--- src/rtl/btb_pkg.sv ---
// rtl/btb_pkg.sv - shared geometry, entry and lookup-package types for the branch target buffer
package btb_pkg;

    localparam int s_idx       = 4;
    localparam int s_pc_offset = 2;
    localparam int s_tag       = 32 - s_idx - s_pc_offset;
    localparam int n_sets      = 1 << s_idx;

    typedef struct packed {
        logic             valid;
        logic [s_tag-1:0] tag;
        logic [31:0]      target;
        logic             uncond;
    } btb_entry_t;

    typedef struct packed {
        logic        hit;
        logic        way;
        logic [31:0] pred_target;
    } btb_pkg_t;

    function automatic logic [s_idx-1:0] pc_index(input logic [31:0] pc);
        return pc[s_idx+s_pc_offset-1:s_pc_offset];
    endfunction

    function automatic logic [s_tag-1:0] pc_tag(input logic [31:0] pc);
        return pc[31:s_idx+s_pc_offset];
    endfunction

endpackage

--- src/rtl/btb_set_array.sv ---
// rtl/btb_set_array.sv - 2-way BTB storage with one write port, a full-entry read port
// for fetch and a valid/tag/LRU read port for the EX-side allocation decision
module btb_set_array
    import btb_pkg::*;
(
    input  logic                       clk,
    input  logic                       rst,
    input  logic [s_idx-1:0]           i_ra_idx,
    output btb_entry_t [1:0]           o_ra_entry,
    input  logic [s_idx-1:0]           i_rb_idx,
    output logic [1:0]                 o_rb_valid,
    output logic [1:0][s_tag-1:0]      o_rb_tag,
    output logic                       o_rb_lru,
    input  logic                       i_we,
    input  logic                       i_we_tag,
    input  logic [s_idx-1:0]           i_w_idx,
    input  logic                       i_w_way,
    input  btb_entry_t                 i_w_entry
);

    logic [n_sets-1:0][1:0] r_valid;
    logic [n_sets-1:0][1:0] r_uncond;
    logic [n_sets-1:0]      r_lru;
    logic [s_tag-1:0]       r_tag    [n_sets][2];
    logic [31:0]            r_target [n_sets][2];

    // LRU names the victim way, so the way just written becomes the other one's victim.
    always_ff @(posedge clk or posedge rst) begin
        if (rst) begin
            r_valid <= '0;
            r_lru   <= '0;
        end else if (i_we) begin
            if (i_we_tag)
                r_valid[i_w_idx][i_w_way] <= i_w_entry.valid;
            r_lru[i_w_idx] <= ~i_w_way;
        end
    end

    always_ff @(posedge clk) begin
        if (i_we) begin
            r_target[i_w_idx][i_w_way] <= i_w_entry.target;
            r_uncond[i_w_idx][i_w_way] <= i_w_entry.uncond;
            if (i_we_tag)
                r_tag[i_w_idx][i_w_way] <= i_w_entry.tag;
        end
    end

    for (genvar w = 0; w < 2; w++) begin : g_rd
        assign o_ra_entry[w] = {r_valid[i_ra_idx][w], r_tag[i_ra_idx][w],
                                r_target[i_ra_idx][w], r_uncond[i_ra_idx][w]};
        assign o_rb_tag[w]   = r_tag[i_rb_idx][w];
    end

    assign o_rb_valid = r_valid[i_rb_idx];
    assign o_rb_lru   = r_lru[i_rb_idx];

endmodule

--- src/rtl/btb.sv ---
// rtl/btb.sv - branch target buffer: 0-cycle fetch lookup with write bypass,
// IF->ID->EX metadata pipeline and EX-side training / target-mispredict flag
module btb
    import btb_pkg::*;
(
    input  logic        clk,
    input  logic        rst,
    input  logic        stall_id,
    input  logic        stall_ex,
    input  logic [31:0] addr,
    output logic        hit,
    output logic [31:0] pred_target,
    output logic        pred_uncond,
    input  logic        update,
    input  logic [31:0] ex_pc,
    input  logic        br_en,
    input  logic [31:0] br_target,
    input  logic        is_uncond,
    output logic        tgt_mispred
);

    logic [s_idx-1:0]      w_if_idx, w_ex_idx;
    logic [s_tag-1:0]      w_if_tag, w_ex_tag;
    btb_entry_t [1:0]      w_arr_e, w_if_e;
    logic [1:0]            w_ex_valid, w_ex_match, w_if_match;
    logic [1:0][s_tag-1:0] w_ex_rtag;
    logic                  w_lru, w_wr, w_alloc, w_way;
    btb_entry_t            w_new;
    btb_pkg_t              w_if_pkg, r_id, r_ex;

    assign w_if_idx = pc_index(addr);
    assign w_if_tag = pc_tag(addr);
    assign w_ex_idx = pc_index(ex_pc);
    assign w_ex_tag = pc_tag(ex_pc);

    btb_set_array u_array (
        .clk        (clk),
        .rst        (rst),
        .i_ra_idx   (w_if_idx),
        .o_ra_entry (w_arr_e),
        .i_rb_idx   (w_ex_idx),
        .o_rb_valid (w_ex_valid),
        .o_rb_tag   (w_ex_rtag),
        .o_rb_lru   (w_lru),
        .i_we       (w_wr),
        .i_we_tag   (w_alloc),
        .i_w_idx    (w_ex_idx),
        .i_w_way    (w_way),
        .i_w_entry  (w_new)
    );

    assign w_wr        = update & br_en & ~rst;
    assign tgt_mispred = w_wr & (~r_ex.hit | (r_ex.pred_target != br_target));
    assign w_new       = {1'b1, w_ex_tag, br_target, is_uncond};

    for (genvar w = 0; w < 2; w++) begin : g_match
        assign w_ex_match[w] = w_ex_valid[w] & (w_ex_rtag[w] == w_ex_tag);
        assign w_if_match[w] = w_if_e[w].valid & (w_if_e[w].tag == w_if_tag);
    end

    // A miss in EX re-checks the set first: a stale package must not duplicate a tag.
    always_comb begin
        w_way   = 1'b0;
        w_alloc = 1'b0;
        if (r_ex.hit) begin
            w_way = r_ex.way;
        end else begin
            w_alloc = w_wr;
            if (w_ex_match[0])       w_way = 1'b0;
            else if (w_ex_match[1])  w_way = 1'b1;
            else if (!w_ex_valid[0]) w_way = 1'b0;
            else if (!w_ex_valid[1]) w_way = 1'b1;
            else                     w_way = w_lru;
        end
    end

    always_comb begin
        w_if_e = w_arr_e;
        if (w_wr && (w_if_idx == w_ex_idx)) begin
            w_if_e[w_way].target = br_target;
            w_if_e[w_way].uncond = is_uncond;
            if (w_alloc) begin
                w_if_e[w_way].valid = 1'b1;
                w_if_e[w_way].tag   = w_ex_tag;
            end
        end
    end

    assign hit         = |w_if_match;
    assign pred_target = w_if_match[0] ? w_if_e[0].target :
                         w_if_match[1] ? w_if_e[1].target : 32'h0;
    assign pred_uncond = (w_if_match[0] & w_if_e[0].uncond) |
                         (w_if_match[1] & w_if_e[1].uncond);
    assign w_if_pkg    = {hit, w_if_match[1], pred_target};

    always_ff @(posedge clk or posedge rst) begin
        if (rst) begin
            r_id <= '0;
            r_ex <= '0;
        end else begin
            if (!stall_id) r_id <= w_if_pkg;
            if (!stall_ex) r_ex <= r_id;
        end
    end

endmodule

--- config.mk ---
export PLATFORM = sky130hd
export DESIGN_NAME = btb
export DESIGN_NICKNAME = d
export VERILOG_FILES = /design/src/rtl/btb_pkg.sv /design/src/rtl/btb_set_array.sv /design/src/rtl/btb.sv
export SDC_FILE = /design/constraint.sdc
export NUM_CORES = 2
export LEC_CHECK = 0
export CAP_MARGIN = 15
export CORE_AREA = 2 2 377 379
export DETAILED_ROUTE_END_ITERATION = 10
export DIE_AREA = 0 0 379 381
export GPL_ROUTABILITY_DRIVEN = 0
export PLACE_DENSITY_LB_ADDON = 0.05
export SYNTH_ARGS = -nofsm -noshare
export SYNTH_HDL_FRONTEND = slang
export SYNTH_HIERARCHICAL = 1
export SYNTH_SLANG_ARGS = --single-unit
export TNS_END_PERCENT = 30
--- constraint.sdc ---
create_clock -name clk -period 12.12 [get_ports clk]
set_input_delay 3.636 -clock clk [delete_from_list [all_inputs] [get_ports clk]]
set_output_delay 3.636 -clock clk [all_outputs]
set_load 0.02 [all_outputs]
**Word level (Yosys, flattened, before mapping)**

Memories as Yosys holds them, arrays and structs flattened.
Index checks and enable logic that the tools add are counted.

- RAM bits: 1856
- Memories kept: 2
- Word-level logic and storage cells: 123
- Register bits: 148
- Bits in read-only memories: 0
- Bits in latches: 0
- Output and inout port bits: 35

Memory list:

| memory | words | bits a word | read ports | clocked after memory_dff | wr ports | line | source |
|---|---|---|---|---|---|---|---|
| u_array.r_target | 16 | 64 | 1 | 0 | 1 | btb_set_array.sv:25 | `logic [31:0] r_target [n_sets][2];` |
| u_array.r_tag | 16 | 52 | 2 | 0 | 1 | btb_set_array.sv:24 | `logic [s_tag-1:0] r_tag [n_sets][2];` |

- Add/subtract/negate cells: 0
- Div/mod/pow operators: 0
- Equality and inequality tests: 6
- Bitwise gates (word level): 16
- Reduce and logical (&&, ||, !) cells: 6
- Order comparisons: 7
- Shift-type cells: 0
- Multiply operators: 0
- Multiplexer cells: 47

Operator list:

| kind | count |
|---|---|
| bitwise mux 120 bit | 4 |
| demux 60 bit (select 1 bit) | 4 |
| 2-to-1 mux 120 bit | 2 |
| equality test 26 bit | 4 |
| 2-to-1 mux 32 bit | 3 |
| 2-to-1 mux 64 bit | 1 |
| 2-to-1 mux 60 bit | 1 |
| 2-to-1 mux 59 bit | 1 |
| 2-to-1 mux 52 bit | 1 |
| 2-to-1 mux 33 bit | 1 |
| bitwise mux 32 bit | 1 |
| demux 32 bit (select 1 bit) | 1 |
| != test 32 bit | 1 |
| OR 32 bit | 1 |
| demux 26 bit (select 1 bit) | 1 |
| 2-to-1 mux 26 bit | 1 |
| binary-select mux 2 bit (select 4 bit) | 3 |
| bitwise mux 16 bit | 1 |
| 2-to-1 mux 1 bit | 13 |
| < comparator 4 x 5 -> 1 bit (second input constant) | 2 |
| AND 1 bit | 9 |
| demux 2 bit (select 4 bit) | 1 |
| 2-to-1 mux 2 bit | 4 |
| binary-select mux 1 bit (select 4 bit) | 1 |
| other kinds (14) | 20 |

**Depth between registers and ports, before layout**

- Depth after elaboration: 21
- Depth in mapped cells: 20
- Depth with buffers taken out: 13

**Modules after synthesis**

The synthesis kept the hierarchy.

By module, submodules not included:

| module | area an instance (µm²) | sequential area each (µm²) | cells an instance | times used |
|---|---|---|---|---|
| btb_set_array | 79369.9 | 57895.5 | 3621 | 1 |
| btb | 6962.9 | 1701.6 | 789 | 1 |

**Least setup slack after synthesis**

No wires, ideal clock.

- Path type: input -> output
- Start: input port rst
- End: output port pred_target[14]
- Arrival: 8.130 ns
- Cell stages on the path: 12
- Path slack: 0.354 ns
- Cells stage by stage: inv_1 nand3_1 or3_1 a21o_1 buf_2 nor2_2 mux2i_1 xor2_1 nand4_1 clkbuf_1 or3_1 mux2i_1

- Longest elaborated chain between the ends: 9

RTL lines:

| what | line | source |
|---|---|---|
| start: declaration | btb.sv:7 | `input logic rst,` |
| NOT 1 bit * | btb.sv:52 | `assign w_wr = update & br_en & ~rst;` |
| AND 1 bit * | btb.sv:52 |  |
| 2-to-1 mux 1 bit | btb.sv:65 | `if (r_ex.hit) begin` |
| 2-to-1 mux 120 bit | btb.sv:82 | `if (w_alloc) begin` |
| 2-to-1 mux 120 bit * | btb.sv:79 | `if (w_wr && (w_if_idx == w_ex_idx)) begin` |
| equality test 26 bit | btb.sv:58 | `assign w_if_match[w] = w_if_e[w].valid & (w_if_e[w].tag == w_if_tag);` |
| AND 1 bit | btb.sv:58 |  |
| 2-to-1 mux 32 bit | btb.sv:91 | `w_if_match[1] ? w_if_e[1].target : 32'h0;` |
| 2-to-1 mux 32 bit * | btb.sv:90 | `assign pred_target = w_if_match[0] ? w_if_e[0].target :` |
| end: declaration | btb.sv:12 | `output logic [31:0] pred_target,` |

Mark *: on every way between the ends. The rest lies on a longest branch, timed or not.

==> metrics.cfg <==
[synth]
yosysWarnings = 6
netlist.area_leader.share_pct = 65.7
ys_seq_area_share_pct = 69.0
synth_edf_count = 1888
syn_area_um2 = 86300
postSynthAreaPerCell_um2 = 19.6
synthArstFlopShare_pct = 5.79
synthFlopType = edfxtp_1
yosysUniqueCellTypes = 70
yosysTopAreaCell = edfxtp_1
synthTopCellsByArea = edfxtp_1 66%, mux4_2 18%, dfrtp_1 3.4%
syn_inst = 4410
synth_seq_cells = 2004

[clocking]
numClockSinks = 2004
tritoncts = built
clkTransAtPathRegs_ns = 0.06
h-tree-depth = 4
clock_latency_ns = 0.83
cts-root-buf = clkbuf_16
cts_buffers = 197
cts_hold_buf = 0
clockBufferDepth = 3

[layout]
multiInputGateArea_um2 = 25900
layoutNonFillerInstCount = 6941
drive_gt1_share_pct = 33.3
fillers = 8607
area_delta_synth_final_pct = 16.1
layout_commonest_cell = edfxtp_1
regArea_um2 = 59600
fin_area_um2 = 100000
final_util_pct = 71.3
most-common-layout-cells = 1888 x edfxtp_1, 700 x mux4_2, 370 x a22oi_1
fin_nets = 4990

[route]
firstDrtPassIters = 7
drt-total-wl_um = 242000
avgRoutedWirePerCell_um = 34.9
drcViolationCount = 0
ant_nets = 0
vias = 48692
drt-initial-drc-count = 6361
viasPerCell = 7.02

[place]
pre_cts_ws_ns = -0.534
port_buffers = 133
place_inst = 6544
post_dp_cell_area_um2 = 93100
dp_hpwl_um = 141000

[sta]
rsz0062_at_grt = yes
fmax_mhz = 83.1
finalCriticalPeriod_ns = 12.03
maxSlewHeadroom_pct = 19.7
worst_pin_slew_ns = 1.20
hold_viol_final = 0
finalSetupTns_ns = 0
setup_viol = 0
setup_slack_ns = 0.0920
post-route-period-util_pct = 99.2
drv_slew = 0
skew_ns = 0.0312

[global_route]
grt_pass1_wl_um = 341000
grtUsageTotal_pct = 33.6
antenna_found_initial = 6
overflow = 0
first_global_vias = 48413
grt_start_max_net_pins = 101

[worst_setup_path]
crit_family = buffers and inverters
critPathRequiredTime_ns = 8.48
cpPeakStageDelay_ns = 0.42
critPathCaptureType = output port
cpMaxStageDelayCell = clkdlybuf4s50_1
start_kind = primary input
path_common_cell = buf_4
crit_buf_inv = 13
worstSetupPathType = in2out
crit_fanout = 10
cp.arrival_ns = 8.39

[power_and_ir_drop]
ir_worst_vdd_mv = 0.130
p_leak_nw = 32.9
powerDensity_nw_per_um2 = 146

[floorplan]
die_h_um = 381
io_pins = 138
fp.dieArea_um2 = 144000
start_util_pct = 61.4
fp.dieW_um = 379
rows = 138
coreArea_um2 = 141000

[run]
maxCapViolations = 0

[outcome]
status = finished clean

[worst_hold_path]
hold_path_class = reg2reg

-- synth_stat cells (3+ instances only) --
library cell	n
mux4_2	700
nor4_1	15
a21o_1	7
a22oi_1	386
nand3_1	21
and2_1	3
nor3_1	14
nand4_1	41
mux2_2	68
xnor2_1	105
and4b_1	4
nand3b_1	4
nand4b_1	6
buf_2	70
o21ai_0	22
o22ai_1	5
nor4b_1	3
edfxtp_1	1888
buf_6	6
o31ai_1	34
xor2_1	15
nand2b_1	47
buf_1	28
nor2b_1	20
clkbuf_1	176
nand2_1	194
a31oi_1	3
nor2_1	118
dfrtp_1	116
and3_1	36
or3_1	34
a21oi_1	16
o2111ai_1	4
mux2i_1	108
inv_1	23
buf_4	25
-- state kept, by name, indices dropped and copies added, names as in the netlist --
register / cells
u_array/r_target: 1024
u_array/r_valid: 32
r_id: 34
u_array/r_lru: 16
r_ex: 34
u_array/r_uncond: 32
u_array/r_tag: 832
-- what timing repair did --
action                                  CTS  global route
endpoints found under the setup margin   34            34
buffers inserted                          4            20
pin swaps                                 4            25
gates cloned                              1             6
gates resized for setup                  54            75
-- worst paths after layout --
path | startpoint | slack, ns | cells after the start | endpoint
worst max-delay path | ex_pc[5] | 0.09 | 26 | pred_target[13]
worst max register to register | u_array/r_tag[3][8] | 6.50 | 15 | u_array/r_target[1][10]
worst min-delay path | u_array/r_lru[1] | 0.48 | 1 | u_array/r_lru[1]
max in group asynchronous | rst | 7.71 | 3 | r_ex[1]
min in group asynchronous | rst | 3.45 | 2 | u_array/r_valid[28]
worst min register to register | u_array/r_lru[1] | 0.48 | 1 | u_array/r_lru[1]
-- stage by stage --
step | hold WS [ns] | total power (W)
after floorplan | 0.444 | 0.00832
after global placement | 0.458 | 0.00881
after detailed placement | 0.466 | 0.00882
after CTS | 0.480 | 0.0147
after global routing | 0.499 | 0.0151
final | 0.485 | 0.0147
-- worst reg2reg max path, stage by stage (launching register included) --
cell and delay (ns):
edfxtp_1 0.37, mux4_2 0.47, a22oi_1 0.26, nand2_1 0.13, xnor2_1 0.20, nand4_1 0.32
nor4_2 0.26, buf_4 0.17, a41o_4 0.23, buf_4 0.15, nand2_1 0.22, o21ai_1 0.23
buf_4 0.20, nand2_1 0.59, nor2_4 0.95, buf_4 0.51
-- per-layer routing --
layer	track usage [%]	up-vias	wire length [um]
met1	45.3	25809	87200
met2	54.9	2794	121000
met4	13.0	10	10400
li1	-	19563	-
met3	6.35	516	23000
met5	0	-	71
-- cells by family after synthesis --
kind of cell,after synthesis,synth area share (%)
muxes,876,20.4
buffers and inverters,328,1.69
xor gates and xnor gates,120,1.22
other,1,0.00434
AOI/OAI and AO/OA,502,4.28
and+or+nand+nor,579,3.38
DFF,2004,69.0
-- cell type report --
type | instances | area share (%)
timing repair buffer | 579 | 5.92
multi-input combinational | 2082 | 25.9
clock buffer | 256 | 5.33
inverter | 23 | 0.0874
clock inverter | 106 | 0.971
sequential | 2004 | 59.4
antenna | 1 | 0.00250
tap | 1890 | 2.36
-- report_power, final --
| part | switching [W] | internal, W | total, W |
|---|---|---|---|
| Sequential | 0.0000103 | 0.00759 | 0.00760 |
| Clock | 0.00259 | 0.00337 | 0.00595 |
| Combinational | 0.000640 | 0.000477 | 0.00112 |
| Total | 0.00324 | 0.0114 | 0.0147 |
No activity file was read; power rests on OpenSTA's default activity.
